## config.mk

```make
export PLATFORM = sky130hd
export DESIGN_NAME = uart_tx_fifo
export DESIGN_NICKNAME = d
export VERILOG_FILES = /design/src/rtl/uart_tx_fifo.sv
export SDC_FILE = /design/constraint.sdc
export NUM_CORES = 1
export LEC_CHECK = 0
export BUFFER_PORTS_ARGS = -buffer_cell sky130_fd_sc_hd__buf_2
export CAP_MARGIN = 25
export CORE_MARGIN = 4
export CORE_UTILIZATION = 31
export CTS_CLUSTER_SIZE = 20
export DETAILED_ROUTE_END_ITERATION = 16
export GPL_TIMING_DRIVEN = 0
export SYNTH_ARGS = -nofsm -noshare
export SYNTH_HDL_FRONTEND = slang
export SYNTH_SLANG_ARGS = --single-unit
```

## constraint.sdc

```tcl
create_clock -name clock -period 2.76 [get_ports clock]
set_input_delay 0.414 -clock clock [delete_from_list [all_inputs] [get_ports clock]]
set_output_delay 0.414 -clock clock [all_outputs]
set_load 0.02 [all_outputs]
```

## src/rtl/uart_tx_fifo.sv

```systemverilog
// uart_tx_fifo: FIFO-fed UART transmitter, LSB first, 1 or 2 stop bits.
// Define UART_TX_PARITY_EN to insert a parity bit after the data bits.
module uart_tx_fifo #(
  parameter int DATA_BITS    = 8,
  parameter int CLKS_PER_BIT = 434,
  parameter int FIFO_DEPTH   = 4,
  parameter int STOP_BITS    = 1,
  parameter int PARITY_ODD   = 0
) (
  input  logic                            clock,
  input  logic                            reset,
  input  logic                            wr_en,
  input  logic [DATA_BITS-1:0]            wr_data,
  output logic                            full,
  output logic                            empty,
  output logic [$clog2(FIFO_DEPTH+1)-1:0] count,
  output logic                            busy,
  output logic                            tx
);

  localparam int AW = $clog2(FIFO_DEPTH);
  localparam int CW = $clog2(FIFO_DEPTH + 1);
  localparam int BW = $clog2(CLKS_PER_BIT);
  localparam int IW = $clog2(DATA_BITS);

  localparam logic [CW-1:0] DEPTH     = CW'(FIFO_DEPTH);
  localparam logic [BW-1:0] BAUD_LAST = BW'(CLKS_PER_BIT - 1);
  localparam logic [IW-1:0] IDX_LAST  = IW'(DATA_BITS - 1);

  if (DATA_BITS < 5 || DATA_BITS > 9) begin : g_bad_data
    $error("uart_tx_fifo: DATA_BITS must be 5..9");
  end
  if (CLKS_PER_BIT < 2) begin : g_bad_baud
    $error("uart_tx_fifo: CLKS_PER_BIT must be >= 2");
  end
  if (FIFO_DEPTH < 2 || (FIFO_DEPTH & (FIFO_DEPTH - 1)) != 0) begin : g_bad_depth
    $error("uart_tx_fifo: FIFO_DEPTH must be a power of two >= 2");
  end
  if (STOP_BITS != 1 && STOP_BITS != 2) begin : g_bad_stop
    $error("uart_tx_fifo: STOP_BITS must be 1 or 2");
  end
  if (PARITY_ODD != 0 && PARITY_ODD != 1) begin : g_bad_par
    $error("uart_tx_fifo: PARITY_ODD must be 0 or 1");
  end

  typedef enum logic [2:0] {
    S_IDLE,
    S_START,
    S_DATA,
`ifdef UART_TX_PARITY_EN
    S_PARITY,
`endif
    S_STOP
  } state_t;

  logic [DATA_BITS-1:0] mem [FIFO_DEPTH];
  logic [AW-1:0]        wr_ptr;
  logic [AW-1:0]        rd_ptr;
  logic [CW-1:0]        count_next;
  logic                 push;
  logic                 pop;

  state_t               state;
  state_t               state_next;
  logic [BW-1:0]        baud;
  logic [BW-1:0]        baud_next;
  logic [IW-1:0]        idx;
  logic [IW-1:0]        idx_next;
  logic                 stop_idx;
  logic                 stop_idx_next;
  logic [DATA_BITS-1:0] sh;
  logic [DATA_BITS-1:0] sh_next;
  logic                 tx_next;
  logic                 bit_end;
  logic                 stop_end;

  assign bit_end  = baud == BAUD_LAST;
  assign stop_end = bit_end && (STOP_BITS == 1 || stop_idx);

  // Uses the pre-edge full flag, so a write while full is lost even on a pop.
  assign push = wr_en && !full;
  assign pop  = !empty &&
                (state == S_IDLE || (state == S_STOP && stop_end));

  always_ff @(posedge clock) begin
    if (push) mem[wr_ptr] <= wr_data;
  end

  always_comb begin
    count_next = count;
    unique case ({push, pop})
      2'b10:   count_next = count + CW'(1);
      2'b01:   count_next = count - CW'(1);
      default: count_next = count;
    endcase
  end

  always_ff @(posedge clock) begin
    if (reset) begin
      wr_ptr <= '0;
      rd_ptr <= '0;
      count  <= '0;
      empty  <= 1'b1;
      full   <= 1'b0;
    end else begin
      if (push) wr_ptr <= wr_ptr + AW'(1);
      if (pop)  rd_ptr <= rd_ptr + AW'(1);
      count <= count_next;
      empty <= count_next == '0;
      full  <= count_next == DEPTH;
    end
  end

`ifdef UART_TX_PARITY_EN
  logic par;

  always_ff @(posedge clock) begin
    if (reset)    par <= 1'b0;
    else if (pop) par <= (^mem[rd_ptr]) ^ 1'(PARITY_ODD);
  end
`endif

  always_ff @(posedge clock) begin
    if (reset) begin
      state    <= S_IDLE;
      baud     <= '0;
      idx      <= '0;
      stop_idx <= 1'b0;
      sh       <= '0;
      tx       <= 1'b1;
    end else begin
      state    <= state_next;
      baud     <= baud_next;
      idx      <= idx_next;
      stop_idx <= stop_idx_next;
      sh       <= sh_next;
      tx       <= tx_next;
    end
  end

  always_comb begin
    state_next    = state;
    baud_next     = bit_end ? '0 : baud + BW'(1);
    idx_next      = idx;
    stop_idx_next = stop_idx;
    sh_next       = sh;
    unique case (state)
      S_IDLE: begin
        baud_next = '0;
        if (pop) begin
          state_next = S_START;
          sh_next    = mem[rd_ptr];
        end
      end
      S_START: begin
        if (bit_end) begin
          state_next = S_DATA;
          idx_next   = '0;
        end
      end
      S_DATA: begin
        if (bit_end) begin
          sh_next  = sh >> 1;
          idx_next = idx + IW'(1);
          if (idx == IDX_LAST) begin
            stop_idx_next = 1'b0;
`ifdef UART_TX_PARITY_EN
            state_next = S_PARITY;
`else
            state_next = S_STOP;
`endif
          end
        end
      end
`ifdef UART_TX_PARITY_EN
      S_PARITY: begin
        if (bit_end) begin
          state_next    = S_STOP;
          stop_idx_next = 1'b0;
        end
      end
`endif
      S_STOP: begin
        if (bit_end) stop_idx_next = ~stop_idx;
        // Back-to-back frames: reload straight into START.
        if (stop_end) begin
          if (pop) begin
            state_next = S_START;
            sh_next    = mem[rd_ptr];
          end else begin
            state_next = S_IDLE;
          end
        end
      end
      default: state_next = S_IDLE;
    endcase
  end

  always_comb begin
    tx_next = 1'b1;
    busy    = state != S_IDLE;
    unique case (state_next)
      S_START:  tx_next = 1'b0;
      S_DATA:   tx_next = sh_next[0];
`ifdef UART_TX_PARITY_EN
      S_PARITY: tx_next = par;
`endif
      default:  tx_next = 1'b1;
    endcase
  end

endmodule

```

# [Word-level counts from Yosys, hierarchy flattened]
# Memories as Yosys holds them, arrays and structs flattened. A register that Yosys moved wholly into a read port is not among the register bits.
# Index checks and enable logic that the tools add are counted.
[op_classes] add_sub_neg=6 n_mux=20 n_reduce_logical=14 n_eq_ne=13
[op_table] cell="2-to-1 mux 8 bit" count=3
[op_table] cell="case mux 8 bit (3 select lines)" count=1
[op_table] cell="2-to-1 mux 3 bit" count=7
[op_table] cell="case mux 3 bit (2 select lines)" count=2
[op_table] cell="case mux 3 bit (4 select lines)" count=1
[op_table] cell="adder 9 x 1 -> 9 bit, second input constant" count=1
[op_table] cell="equality test 3 x 2 -> 1 bit, second input constant" count=3
[op_table] cell="equality test 9 bit, second input constant" count=1
[op_table] cell="adder 3 x 1 -> 3 bit, second input constant" count=2
[op_table] cell="equality test 3 x 1 -> 1 bit, second input constant" count=2
[op_table] cell="equality test 3 bit, second input constant" count=2
[op_table] cell="logical NOT 3 bit" count=2
[op_table] cell="!= test 2 bit, second input constant" count=3
[op_table] cell="AND reduction 3 bit" count=2
[op_table] cell="nonzero test 3 bit" count=2
[op_table] cell="adder 2 x 1 -> 2 bit, second input constant" count=2
[op_table] cell="2-to-1 mux 2 bit" count=2
[op_table] cell="logical AND 1 bit" count=3
[op_table] cell="2-to-1 mux 1 bit" count=3
[op_table] cell="OR reduction 3 bit" count=1
[op_table] cell="subtractor 3 x 1 -> 3 bit, second input constant" count=1
[op_table] cell="equality test 2 x 1 -> 1 bit, second input constant" count=1
[op_table] cell="equality test 2 bit, second input constant" count=1
[op_table] cell="logical NOT 1 bit" count=2
[op_table] cell="other kinds (3)" count=3
[totals] ff_bits=33 word_cells=65 mem_bits_rw=32 in_bits=11 out_inout_bits=7 mem_count=1
[mem_list] memory="mem" words=4 word_bits=8 read_ports=1 rd_clocked_by_memory_dff=1 write_ports=1 line_no="56" rtl="logic [DATA_BITS-1:0] mem [FIFO_DEPTH];"

# [Logic depth before layout (Yosys ltp)]
[logic_depth] depth_word=9 depth_mapped=13

# [Worst setup path before layout]
# OpenSTA, ideal clock, no wires.
[synth_timing] path_type="reg-to-reg" startpoint="register baud[0]" endpoint="register empty" path_stages_with_launch=13 t_arrival_ns=2.229 n_path_buf=0 synth_period_minus_slack_ns=2.299 required_time_ns=2.690 slack_ns=0.461 path_cell_list="dfxtp_1 > ha_1 > and4b_4 > a41oi_4 > nor2_4 > ha_1 > inv_1 > fa_1 > xor2_1 > nor2_1 > xnor2_1 > nor2_1 > a21oi_1"
[synth_via] elab_chain_cells=7
[synth_lines] item="from (decl)" line_no="65" rtl="logic [BW-1:0] baud;"
[synth_lines] item="from (signal assigned)" line_no="133" rtl="baud <= baud_next;"
[synth_lines] item="equality test 9 bit (*)" line_no="77" rtl="assign bit_end = baud == BAUD_LAST;"
[synth_lines] item="logical AND 1 bit (*)" line_no="83" rtl="(state == S_IDLE || (state == S_STOP && stop_end));"
[synth_lines] item="logical OR 1 bit (*)" line_no="83"
[synth_lines] item="logical AND 1 bit (*)" line_no="82" rtl="assign pop = !empty &&"
[synth_lines] item="equality test 2 x 1 -> 1 bit / equality test 2 bit (equally long branches)" line_no="91" rtl="unique case ({push, pop})"
[synth_lines] item="case mux 3 bit (2 select lines) (*)" line_no="91"
[synth_lines] item="logical NOT 3 bit (*)" line_no="109" rtl="empty <= count_next == '0;"
[synth_lines] item="to (signal assigned)" line_no="103" rtl="empty <= 1'b1;"
[synth_lines] item="to (signal assigned)" line_no="109"
[synth_lines] item="to (decl)" line_no="15" rtl="output logic empty,"
# Mark *: on every way between the ends. The rest lies on a longest branch, timed or not.
# A chain may end at the register's enable or synchronous reset.

# [Worst setup path after layout]
[layout_timing] startpoint="register state[1]" endpoint="register empty"
[layout_via] elab_chain_cells=7
[layout_lines] item="from (decl)" line_no="63" rtl="state_t state;"
[layout_lines] item="from (signal assigned)" line_no="132" rtl="state <= state_next;"
[layout_lines] item="equality test 3 x 2 -> 1 bit"
[layout_lines] item="logical AND 1 bit" line_no="83"
[layout_lines] item="logical OR 1 bit (*)" line_no="83"
[layout_lines] item="logical AND 1 bit (*)" line_no="82"
[layout_lines] item="equality test 2 x 1 -> 1 bit / equality test 2 bit (equally long branches)" line_no="91"
[layout_lines] item="case mux 3 bit (2 select lines) (*)" line_no="91"
[layout_lines] item="logical NOT 3 bit (*)" line_no="109"
# Marks and branches as above.

==> metrics.md <==
| Metric | Value |
|---|---|
| Status | complete, no violations |
| Initial DRC count | 84 |
| Synthesized Nets | 261 |
| Fin crit period | 2.49 ns |
| Ant. Diodes | 0 |
| Largest net degree at the start of global routing | 14 |
| WL final | 5240 um |
| Wl on met1 | 2520 um |
| Final hold violation count | 0 |
| Max IR drop VDD | 417 uV |
| Multi-input gate area | 1220 um^2 |
| Hold buffers post-CTS | 0 |
| Top cells by area, synth | edfxtp_1 32%, dfxtp_1 24%, mux4_2 6.1%, ha_1 3.8%, nor2_1 2.8% |
| Worst hold path class | input port to flip-flop |
| Layout Cells excl Fill | 402 |
| Routed wl met2 | 2430 um |
| Clk_skew | 0.00808 ns |
| Cells on worst reg2reg path | 12 |
| Leak pwr | 1.27 nW |
| Max-slew violation count | 0 |
| Commonest cells in the netlist | 35 x dfxtp_1, 32 x edfxtp_1, 22 x nor2_1 |
| Sequential share of the synthesized area | 0.559 |
| CTS buffer count | 9 |
| Setup crit end kind | flip-flop |
| Vias/cell | 4.71 |
| Cell area power density | 758 nW/um^2 |
| Crit Path Class | flip-flop to flip-flop |
| Synth area leader | edfxtp_1 |
| Hold depth | 1 |
| 1st-pass router iterations | 4 |
| All-Layer GR Usage | 0.102 |
| Crit share post-route | 0.904 |
| Final setup viols | 0 |
| Metal3 WL | 215 um |
| IO Count | 18 |
| Gpl congestion | 0.721 |
| Post-route ant nets | 0 |
| Setup tns final | 0 ns |
| Post-route cell area | 3420 um^2 |
| Rel. slew slack | 0.593 |
| Uppermost layer routed | met4 |
| Setup ws final | 0.266 ns |
| RSZ-0062 raised after global routing | no |
| Cell with the most instances after synthesis | dfxtp_1 |
| Clock Path Buffers | 2 |
| Overflow after GRT | 0 |
| Die area | 11200 um^2 |
| Worst EP arrival | 2.78 ns |
| Worst skew pair latency | 0.35 ns |
| Worst slack at placement | 0.232 ns |
| Core region area | 9280 um^2 |
| Root Buffer | clkbuf_8 |
| Vias | 1893 |
| CTS clk-pin slew, worst paths | 0.08 ns |
| Post-CTS Setup Bufs | 0 |
| Worst Path Required | 3.05 ns |
| Syn. warnings | 0 |
| Mapped Cells | 240 |
| #FFs+latches synth | 67 |
| Maximum achievable frequency | 401 MHz |
| Async S/R FF share, synth | 0 |
| Worst setup SP type | flip-flop |
| Synth Flop Type | dfxtp_1 |
| Post-CTS Resized | 0 |
| Number of synthesized flops with an enable pin | 32 |
| Layout area overhead | 15.0% |
| FF+latch area | 1660 um^2 |
| Max-Cap Viols | 0 |
| Initial core utilization | 0.320 |
| Area fraction of the dominant cell type after synthesis | 0.323 |
| Inst Count DP | 386 |
| First-pass GRT wire length | 9060 um |
| H-tree levels | 3 |
| Slew of the pin with the lowest slew margin | 0.610 ns |
| Routed len/inst | 13.0 um |
| Filler cells | 930 |
| Mapped cell area | 2970 um^2 |
| Final #Nets | 289 |
| Initial antenna violation count | 0 |
| Vias in the first global route | 1869 |
| Overall die width | 106 um |
| Post-DP HPWL | 3660 um |
| Die height | 106 um |
| Row Count | 35 |
| Library cells used by synthesis | 50 |
| CTS tree | built |
| Crit-path max FO | 9 |
| Drt drc | 0 |
| Proportion of layout cells with a drive suffix above 1 | 0.205 |
| I/O Buffers | 17 |
| Syn Area/Cell | 12.4 um^2 |
| Clk sinks | 67 |
| Dpl cell area | 3220 um^2 |
[cells in the final DEF, fill, tap and decap left out, types with 4 or more instances in the layout]
cell / netlist / final
nand2b_1: 4 / 4
mux2i_1: 8 / 8
nor2b_1: 10 / 10
edfxtp_1: 32 / 32
xor2_1: 5 / 5
nand3_1: 4 / 4
inv_1: 9 / 9
o211ai_1: 6 / 6
ha_1: 9 / 9
o211a_1: 6 / 6
nand2_1: 6 / 6
clkbuf_1: 7 / 7
xnor2_1: 8 / 8
dfxtp_1: 35 / 35
o21ai_0: 10 / 10
nor2_1: 22 / 22
buf_2: 3 / 20
and2_1: 5 / 5
mux4_2: 8 / 8
clkbuf_8: 0 / 9
a21oi_1: 6 / 6
nor3_1: 6 / 6
[critical path, stage by stage, from the launching register on]
cell	delay, ns
dfxtp_1	0.31
buf_2	0.17
nor2b_2	0.31
a41oi_4	0.25
nor2_4	0.19
ha_1	0.20
inv_1	0.06
fa_1	0.37
xor2_1	0.15
nor2_1	0.11
xnor2_1	0.15
nor2_1	0.07
a21oi_1	0.10
[metal layers]
metal / vias up / track usage
li1: 926 / -
met1: 919 / 0.130
met2: 34 / 0.158
met3: 14 / 0.0401
met4: 0 / 0.0333
met5: - / 0
[power by group]
group	switching, mW	total (mW)	internal [mW]
combinational	0.307	0.558	0.251
clock	0.402	0.825	0.423
sequential	0.0624	1.21	1.15
[stage by stage]
step	util	hold WS [ns]	power (mW)
floorplan	-	0.430	1.66
global placement	0.347	0.445	1.79
detailed placement	0.347	0.460	1.80
CTS	0.368	0.264	2.63
global route	0.368	0.266	2.74
finish	0.368	0.274	2.59
[state kept, by name, indices dropped and copies added, names as in the netlist, named ones only]
| signal | cells |
|---|---|
| full | 1 |
| wr_ptr | 2 |
| rd_ptr | 2 |
| idx | 3 |
| state | 3 |
| tx | 1 |
| empty | 1 |
| sh | 8 |
| baud | 9 |
| mem | 32 |
| count | 3 |
[kinds of logic after synthesis]
logic type | Yosys count | synth area share
XOR/XNOR | 13 | 0.0383
multiplexers | 17 | 0.0913
flip-flops | 67 | 0.559
buffers and inverters | 21 | 0.0303
other | 1 | 0.00126
AND/OR/NAND/NOR | 71 | 0.131
AO/OA/AOI/OAI | 40 | 0.105
adder cells (fa/ha/maj) | 10 | 0.0446
[worst paths after layout]
check	slack [ns]	to	from
worst min register to register	0.47	baud[0]	baud[0]
worst max register to register	0.27	empty	state[1]
worst max-delay path	0.27	empty	state[1]
worst min-delay path	0.27	mem[2][5]	wr_data[5]
[final cells by class]
cell class                 count  share of cell area
sequential                    67               0.486
multi-input combinational    152               0.357
tap                          129              0.0472
clock buffer                   9              0.0362
timing repair buffer          17              0.0249
clock inverter                 7              0.0223
buffer                        12              0.0165
inverter                       9             0.00988
Note: power is estimated with default switching activity, not from simulation.
